`config.mk`:
```
export PLATFORM = sky130hd
export DESIGN_NAME = div_param
export DESIGN_NICKNAME = d
export VERILOG_FILES = /design/src/rtl/div_param.sv
export SDC_FILE = /design/constraint.sdc
export NUM_CORES = 1
export LEC_CHECK = 0
export ABC_CLOCK_PERIOD_IN_PS = 13000
export BUFFER_PORTS_ARGS = -buffer_cell sky130_fd_sc_hd__buf_2
export CAP_MARGIN = 30
export CORE_ASPECT_RATIO = 1.5
export CORE_MARGIN = 2
export CORE_UTILIZATION = 55
export DETAILED_ROUTE_END_ITERATION = 10
export PLACE_DENSITY = 0.76
export SLEW_MARGIN = 5
export SYNTH_ARGS = -nofsm -noshare
export SYNTH_HDL_FRONTEND = slang
export SYNTH_SLANG_ARGS = --single-unit
export TNS_END_PERCENT = 10
```
`constraint.sdc`:
```
create_clock -name clk -period 13 [get_ports clk]
set_input_delay 0 -clock clk [delete_from_list [all_inputs] [get_ports clk]]
set_output_delay 0 -clock clk [all_outputs]
set_load 0.02 [all_outputs]
```
`src/rtl/div_param.sv`:
```
// ---------------------------------------------------------------------------
// div_param -- parametrised iterative integer divider (RISC-V DIV/DIVU/REM/REMU)
//
// Restoring divider that retires STEP_BITS quotient bits per CALC cycle.
// Divide-by-zero, signed overflow and (optionally) |dividend| < |divisor|
// finish without iterating. A destination tag travels with the operation.
//
// Ports:
//   clk         clock
//   rst_n       asynchronous active-low reset
//   start_i     request pulse, sampled only while busy_o = 0
//   kill_i      abort the in-flight operation
//   op_i        funct3: 100 DIV, 101 DIVU, 110 REM, 111 REMU (others -> DIVU)
//   dividend_i  rs1 operand
//   divisor_i   rs2 operand
//   tag_i       destination tag
//   result_o    quotient or remainder, held until the next completion
//   tag_o       tag of the completed operation
//   ready_o     one-cycle completion pulse
//   busy_o      operation in flight
// ---------------------------------------------------------------------------
module div_param #(
    parameter int DATA_W    = 32,
    parameter int STEP_BITS = 1,
    parameter int EARLY_OUT = 1,
    parameter int TAG_W     = 5
) (
    input  logic              clk,
    input  logic              rst_n,
    input  logic              start_i,
    input  logic              kill_i,
    input  logic [2:0]        op_i,
    input  logic [DATA_W-1:0] dividend_i,
    input  logic [DATA_W-1:0] divisor_i,
    input  logic [TAG_W-1:0]  tag_i,
    output logic [DATA_W-1:0] result_o,
    output logic [TAG_W-1:0]  tag_o,
    output logic              ready_o,
    output logic              busy_o
);

    localparam int N     = DATA_W / STEP_BITS;
    localparam int CNT_W = $clog2(N + 1);
    localparam logic [DATA_W-1:0] MIN_VAL = {1'b1, {(DATA_W-1){1'b0}}};

    typedef enum logic [3:0] {
        IDLE = 4'b0001,
        PREP = 4'b0010,
        CALC = 4'b0100,
        FIX  = 4'b1000
    } state_t;

    state_t             state;
    logic               is_signed_r;
    logic               is_rem_r;
    logic               neg_r;
    // q_r holds the dividend on entry and shifts quotient bits in from the
    // LSB as dividend bits leave through the MSB.
    logic [DATA_W-1:0]  q_r;
    logic [DATA_W-1:0]  divisor_r;
    logic [DATA_W:0]    rem_r;
    logic [CNT_W-1:0]   count_r;
    logic [TAG_W-1:0]   tag_r;

    // Op decode; any unlisted funct3 falls through to DIVU.
    logic op_is_signed;
    logic op_is_rem;
    assign op_is_signed = (op_i == 3'b100) || (op_i == 3'b110);
    assign op_is_rem    = (op_i == 3'b110) || (op_i == 3'b111);

    // PREP: magnitudes, sign of result, special-case detection.
    logic              a_neg;
    logic              b_neg;
    logic [DATA_W-1:0] a_mag;
    logic [DATA_W-1:0] b_mag;
    logic              div_zero;
    logic              overflow;
    logic              early;
    logic              neg_calc;

    assign a_neg    = is_signed_r & q_r[DATA_W-1];
    assign b_neg    = is_signed_r & divisor_r[DATA_W-1];
    assign a_mag    = a_neg ? -q_r : q_r;
    assign b_mag    = b_neg ? -divisor_r : divisor_r;
    assign div_zero = (divisor_r == '0);
    assign overflow = is_signed_r && (q_r == MIN_VAL) && (divisor_r == '1);
    assign early    = (EARLY_OUT != 0) && (a_mag < b_mag);
    assign neg_calc = is_rem_r ? a_neg : (a_neg ^ b_neg);

    // CALC: STEP_BITS restoring trial subtractions chained in one cycle.
    logic [DATA_W:0]   rem_nx;
    logic [DATA_W-1:0] q_nx;

    always_comb begin
        // NOTE: every combinational output gets a default first so no path
        // leaves it unassigned, which would otherwise infer a latch.
        rem_nx = rem_r;
        q_nx   = q_r;
        for (int i = 0; i < STEP_BITS; i++) begin
            rem_nx = {rem_nx[DATA_W-1:0], q_nx[DATA_W-1]};
            if (rem_nx >= {1'b0, divisor_r}) begin
                rem_nx = rem_nx - {1'b0, divisor_r};
                q_nx   = {q_nx[DATA_W-2:0], 1'b1};
            end else begin
                q_nx   = {q_nx[DATA_W-2:0], 1'b0};
            end
        end
    end

    // FIX: pick quotient or remainder and apply the sign.
    logic [DATA_W-1:0] sel_val;
    logic [DATA_W-1:0] fix_val;
    assign sel_val = is_rem_r ? rem_r[DATA_W-1:0] : q_r;
    assign fix_val = neg_r ? -sel_val : sel_val;

    // NOTE: sequential state uses non-blocking assignments so every register
    // samples pre-edge values regardless of statement order.
    always_ff @(posedge clk or negedge rst_n) begin
        if (!rst_n) begin
            state       <= IDLE;
            is_signed_r <= 1'b0;
            is_rem_r    <= 1'b0;
            neg_r       <= 1'b0;
            q_r         <= '0;
            divisor_r   <= '0;
            rem_r       <= '0;
            count_r     <= '0;
            tag_r       <= '0;
            result_o    <= '0;
            tag_o       <= '0;
            ready_o     <= 1'b0;
            busy_o      <= 1'b0;
        end else begin
            ready_o <= 1'b0;
            if (kill_i && (state != IDLE)) begin
                // Flush: drop the operation, keep the last result visible.
                state  <= IDLE;
                busy_o <= 1'b0;
            end else begin
                case (state)
                    IDLE: begin
                        if (start_i && !kill_i) begin
                            is_signed_r <= op_is_signed;
                            is_rem_r    <= op_is_rem;
                            q_r         <= dividend_i;
                            divisor_r   <= divisor_i;
                            tag_r       <= tag_i;
                            busy_o      <= 1'b1;
                            state       <= PREP;
                        end
                    end
                    PREP: begin
                        if (div_zero) begin
                            // Remainder is the raw dividend; no sign fix-up.
                            q_r   <= '1;
                            rem_r <= {1'b0, q_r};
                            neg_r <= 1'b0;
                            state <= FIX;
                        end else if (overflow) begin
                            q_r   <= q_r;
                            rem_r <= '0;
                            neg_r <= 1'b0;
                            state <= FIX;
                        end else if (early) begin
                            q_r   <= '0;
                            rem_r <= {1'b0, a_mag};
                            neg_r <= neg_calc;
                            state <= FIX;
                        end else begin
                            q_r       <= a_mag;
                            divisor_r <= b_mag;
                            rem_r     <= '0;
                            neg_r     <= neg_calc;
                            count_r   <= CNT_W'(N);
                            state     <= CALC;
                        end
                    end
                    CALC: begin
                        q_r     <= q_nx;
                        rem_r   <= rem_nx;
                        count_r <= count_r - 1'b1;
                        if (count_r == CNT_W'(1)) begin
                            state <= FIX;
                        end
                    end
                    FIX: begin
                        result_o <= fix_val;
                        tag_o    <= tag_r;
                        ready_o  <= 1'b1;
                        busy_o   <= 1'b0;
                        state    <= IDLE;
                    end
                    default: begin
                        state  <= IDLE;
                        busy_o <= 1'b0;
                    end
                endcase
            end
        end
    end

endmodule

```
==> run summary <==
Post-synth top area share: 30.9%
DR WL/cell: 20.6 um
CTS buffer count: 17
DRT Pass-1 Iters: 5
Initial Util: 55.6%
Dominant cells by area after synthesis: dfrtp_1 31%, ha_1 7.0%, xnor2_1 6.1%
DP HPWL: 29400 um
Fin. Hold Viols: 0
Fin nets: 1764
Tot Pwr: 3.01 mW
Drt drc: 0
Count of final setup violators: 0
Grt ovf: 0
Initial drt markers: 1164
Routed wire length: 39200 um
Max Cap Violations: 0
Synth Area in Compound Gates: 25.0%
CORE AREA: 22100 sq um
Least-Margin Pin Slew: 0.998 ns
Post-Syn Nets: 1645
Final TNS setup: 0 ns
First-pass GRT wire length: 61700 um
Final Max Tran Viols: 0
Slew HR: 33.2%
DP Area: 13000 sq um
Finished Core Util: 65.0%
HP Class: in2async
Pre-CTS setup slack: 7.42 ns
Largest net degree at the start of global routing: 100
Syn_area_per_cell: 8.21 sq um
CTS tree: yes
I/O Pins: 115
Multiplexer share of the synthesized area: 3.99%
#FFs+latches synth: 153
Post-Layout Cell Count: 1908
Post-synth EDFFs: 0
Global-route usage over all layers: 32.8%
Initial antenna violation count: 1
Row cnt: 67
Fin crit share: 44.1%
Post-synthesis cell count: 1499
Post-Synth Adder-Cell Area: 7.18%
Post-route cell area: 14400 sq um
Die H: 187 um
Fillers: 1895
Final Skew: 0.0123 ns
Netlist cell types: 74
Commonest non-fill, non-tap cell in the layout: nand2_1
Antenna-violating nets left: 0
Type of the worst setup path: reg2reg
Synth Warn #: 0
Synth area leader: dfrtp_1
CTS sink cnt: 153
Multi-input gate area: 7860 sq um
Simple-Gate Fraction of Synth Area: 19.3%
Die W: 126 um
Leak: 6.11 nW
Critical path fanouts, max: 35
Status: finished, final reports clean
Dpl cells: 1797
PwrDens: 209 nW/um^2
Number of global-route vias before repair: 11406
Async SR Flop Fraction: 100%
Xor and xnor area share after synthesis: 8.12%
Routed via count: 12252
Achievable clock frequency: 175 MHz
Crit path DAT: 6.06 ns
Fin crit period: 5.73 ns
Via-to-Cell Ratio: 6.42
Seq/Total Area, Yosys: 31.1%
Clk_lat worst skew: 0.45 ns
Reg area: 3830 sq um
Reg-to-reg setup timing slack: 7.27 ns
Root Driver: clkbuf_16
RSZ-0062 raised after global routing: no
Gpl congestion: 0.995
Worst-case clock buffer depth: 2
Ratio of cells with drive above 1 in the final layout: 13.9%
Final Worst Setup Slack: 7.27 ns
CP Launch Type: register
Worst-path clk slew: 0.07 ns
PortBufs: 114
Total die area: 23600 sq um
Data required time at the worst endpoint: 13.33 ns
Worst setup EP type: register
Mapped cell area: 12300 sq um
Largest family of logic cells by synthesized area: compound AO/OA/AOI/OAI gates
Synth Flop Type: dfrtp_1
Max VDD drop: 0.127 mV
Min Hold Slack: 0.0576 ns
Area Growth Syn to Fin: 17.0%
Most frequent cells in the layout: 184 x nand2_1, 151 x dfrtp_1, 131 x nor2_1
H-tree levels: 4
path summary, 6_finish.rpt:
kind / startpoint / to / depth (start not counted)
max in group asynchronous: rst_n / rem_r[24] / 4
min in group clk: tag_i[3] / tag_r[3] / 4
worst max-delay path: q_r[17] / divisor_r[25] / 14
worst max register to register: q_r[17] / divisor_r[25] / 14
worst min register to register: result_o[19] / result_o[19] / 2
worst min-delay path: rst_n / result_o[10] / 2
metal layers:
metal  vias to the layer above  wire length [um]  track usage [%]
li1                       5733                 -                -
met1                      5841             16300             43.9
met2                       562             18600             53.4
met3                       116              2450             3.38
met4                         0              1860             15.6
met5                         -                 0                0
area by class of cell:
type | count | share of cell area, %
clock buffer | 18 | 3.05
antenna | 1 | 0.0174
timing repair buffer | 210 | 10.9
clock inverter | 14 | 0.956
inverter | 56 | 1.46
sequential | 153 | 26.6
tap | 276 | 2.40
multi-input combinational | 1180 | 54.6
power by group:
group / internal (mW) / switching (mW) / leakage (nW)
Clock: 0.272 / 0.228 / 0.265
Combinational: 0.689 / 1.00 / 4.00
Sequential: 0.595 / 0.224 / 1.84
Yosys cell counts, drive strengths merged, types with 40 or more instances:
library cell / number
dfrtp: 152
xnor2: 86
nor3: 43
a31oi: 45
a221oi: 49
ha: 69
a21oi: 70
nand2: 185
nor2: 134
inv: 56
o21ai: 122
mux2i: 40
clkbuf: 87
state kept, by name (all words and copies together), names as in the netlist:
signal and flops:
tag_o 5, divisor_r 32, result_o 32, state 4, neg_r 1, ready_o 1
tag_r 5, is_signed_r 1, count_r 6, q_r 32, is_rem_r 1, busy_o 1
rem_r 32
repair_timing:
| item | CTS | global route |
|---|---|---|
| endpoints found under the hold margin | 171 | 0 |
| hold buffers | 77 | 0 |
| gates resized for setup | 0 | 0 |
| setup buffers | 0 | 0 |
critical path, stage by stage (launching register included):
cell and delay [ns]:
dfrtp_1 0.47, or3_1 0.42, nor4_1 0.61, nand3_1 0.43
o41ai_1 0.48, xnor2_1 0.21, ha_1 0.34, nand4_1 0.13
nor3_1 0.23, o21ai_0 0.15, o31ai_1 0.58, o21bai_4 0.19
a22oi_4 0.79, o21ai_0 0.21, a221o_1 0.35
cell families after synthesis:
| logic type | count (synthesis) |
|---|---|
| buffers and inverters | 166 |
| xor gates and xnor gates | 114 |
| DFF | 153 |
| and+or+nand+nor | 504 |
| muxes | 48 |
| AOI/OAI and AO/OA | 444 |
| adders and majority gates | 70 |
No activity file was read; power rests on OpenSTA's default activity.
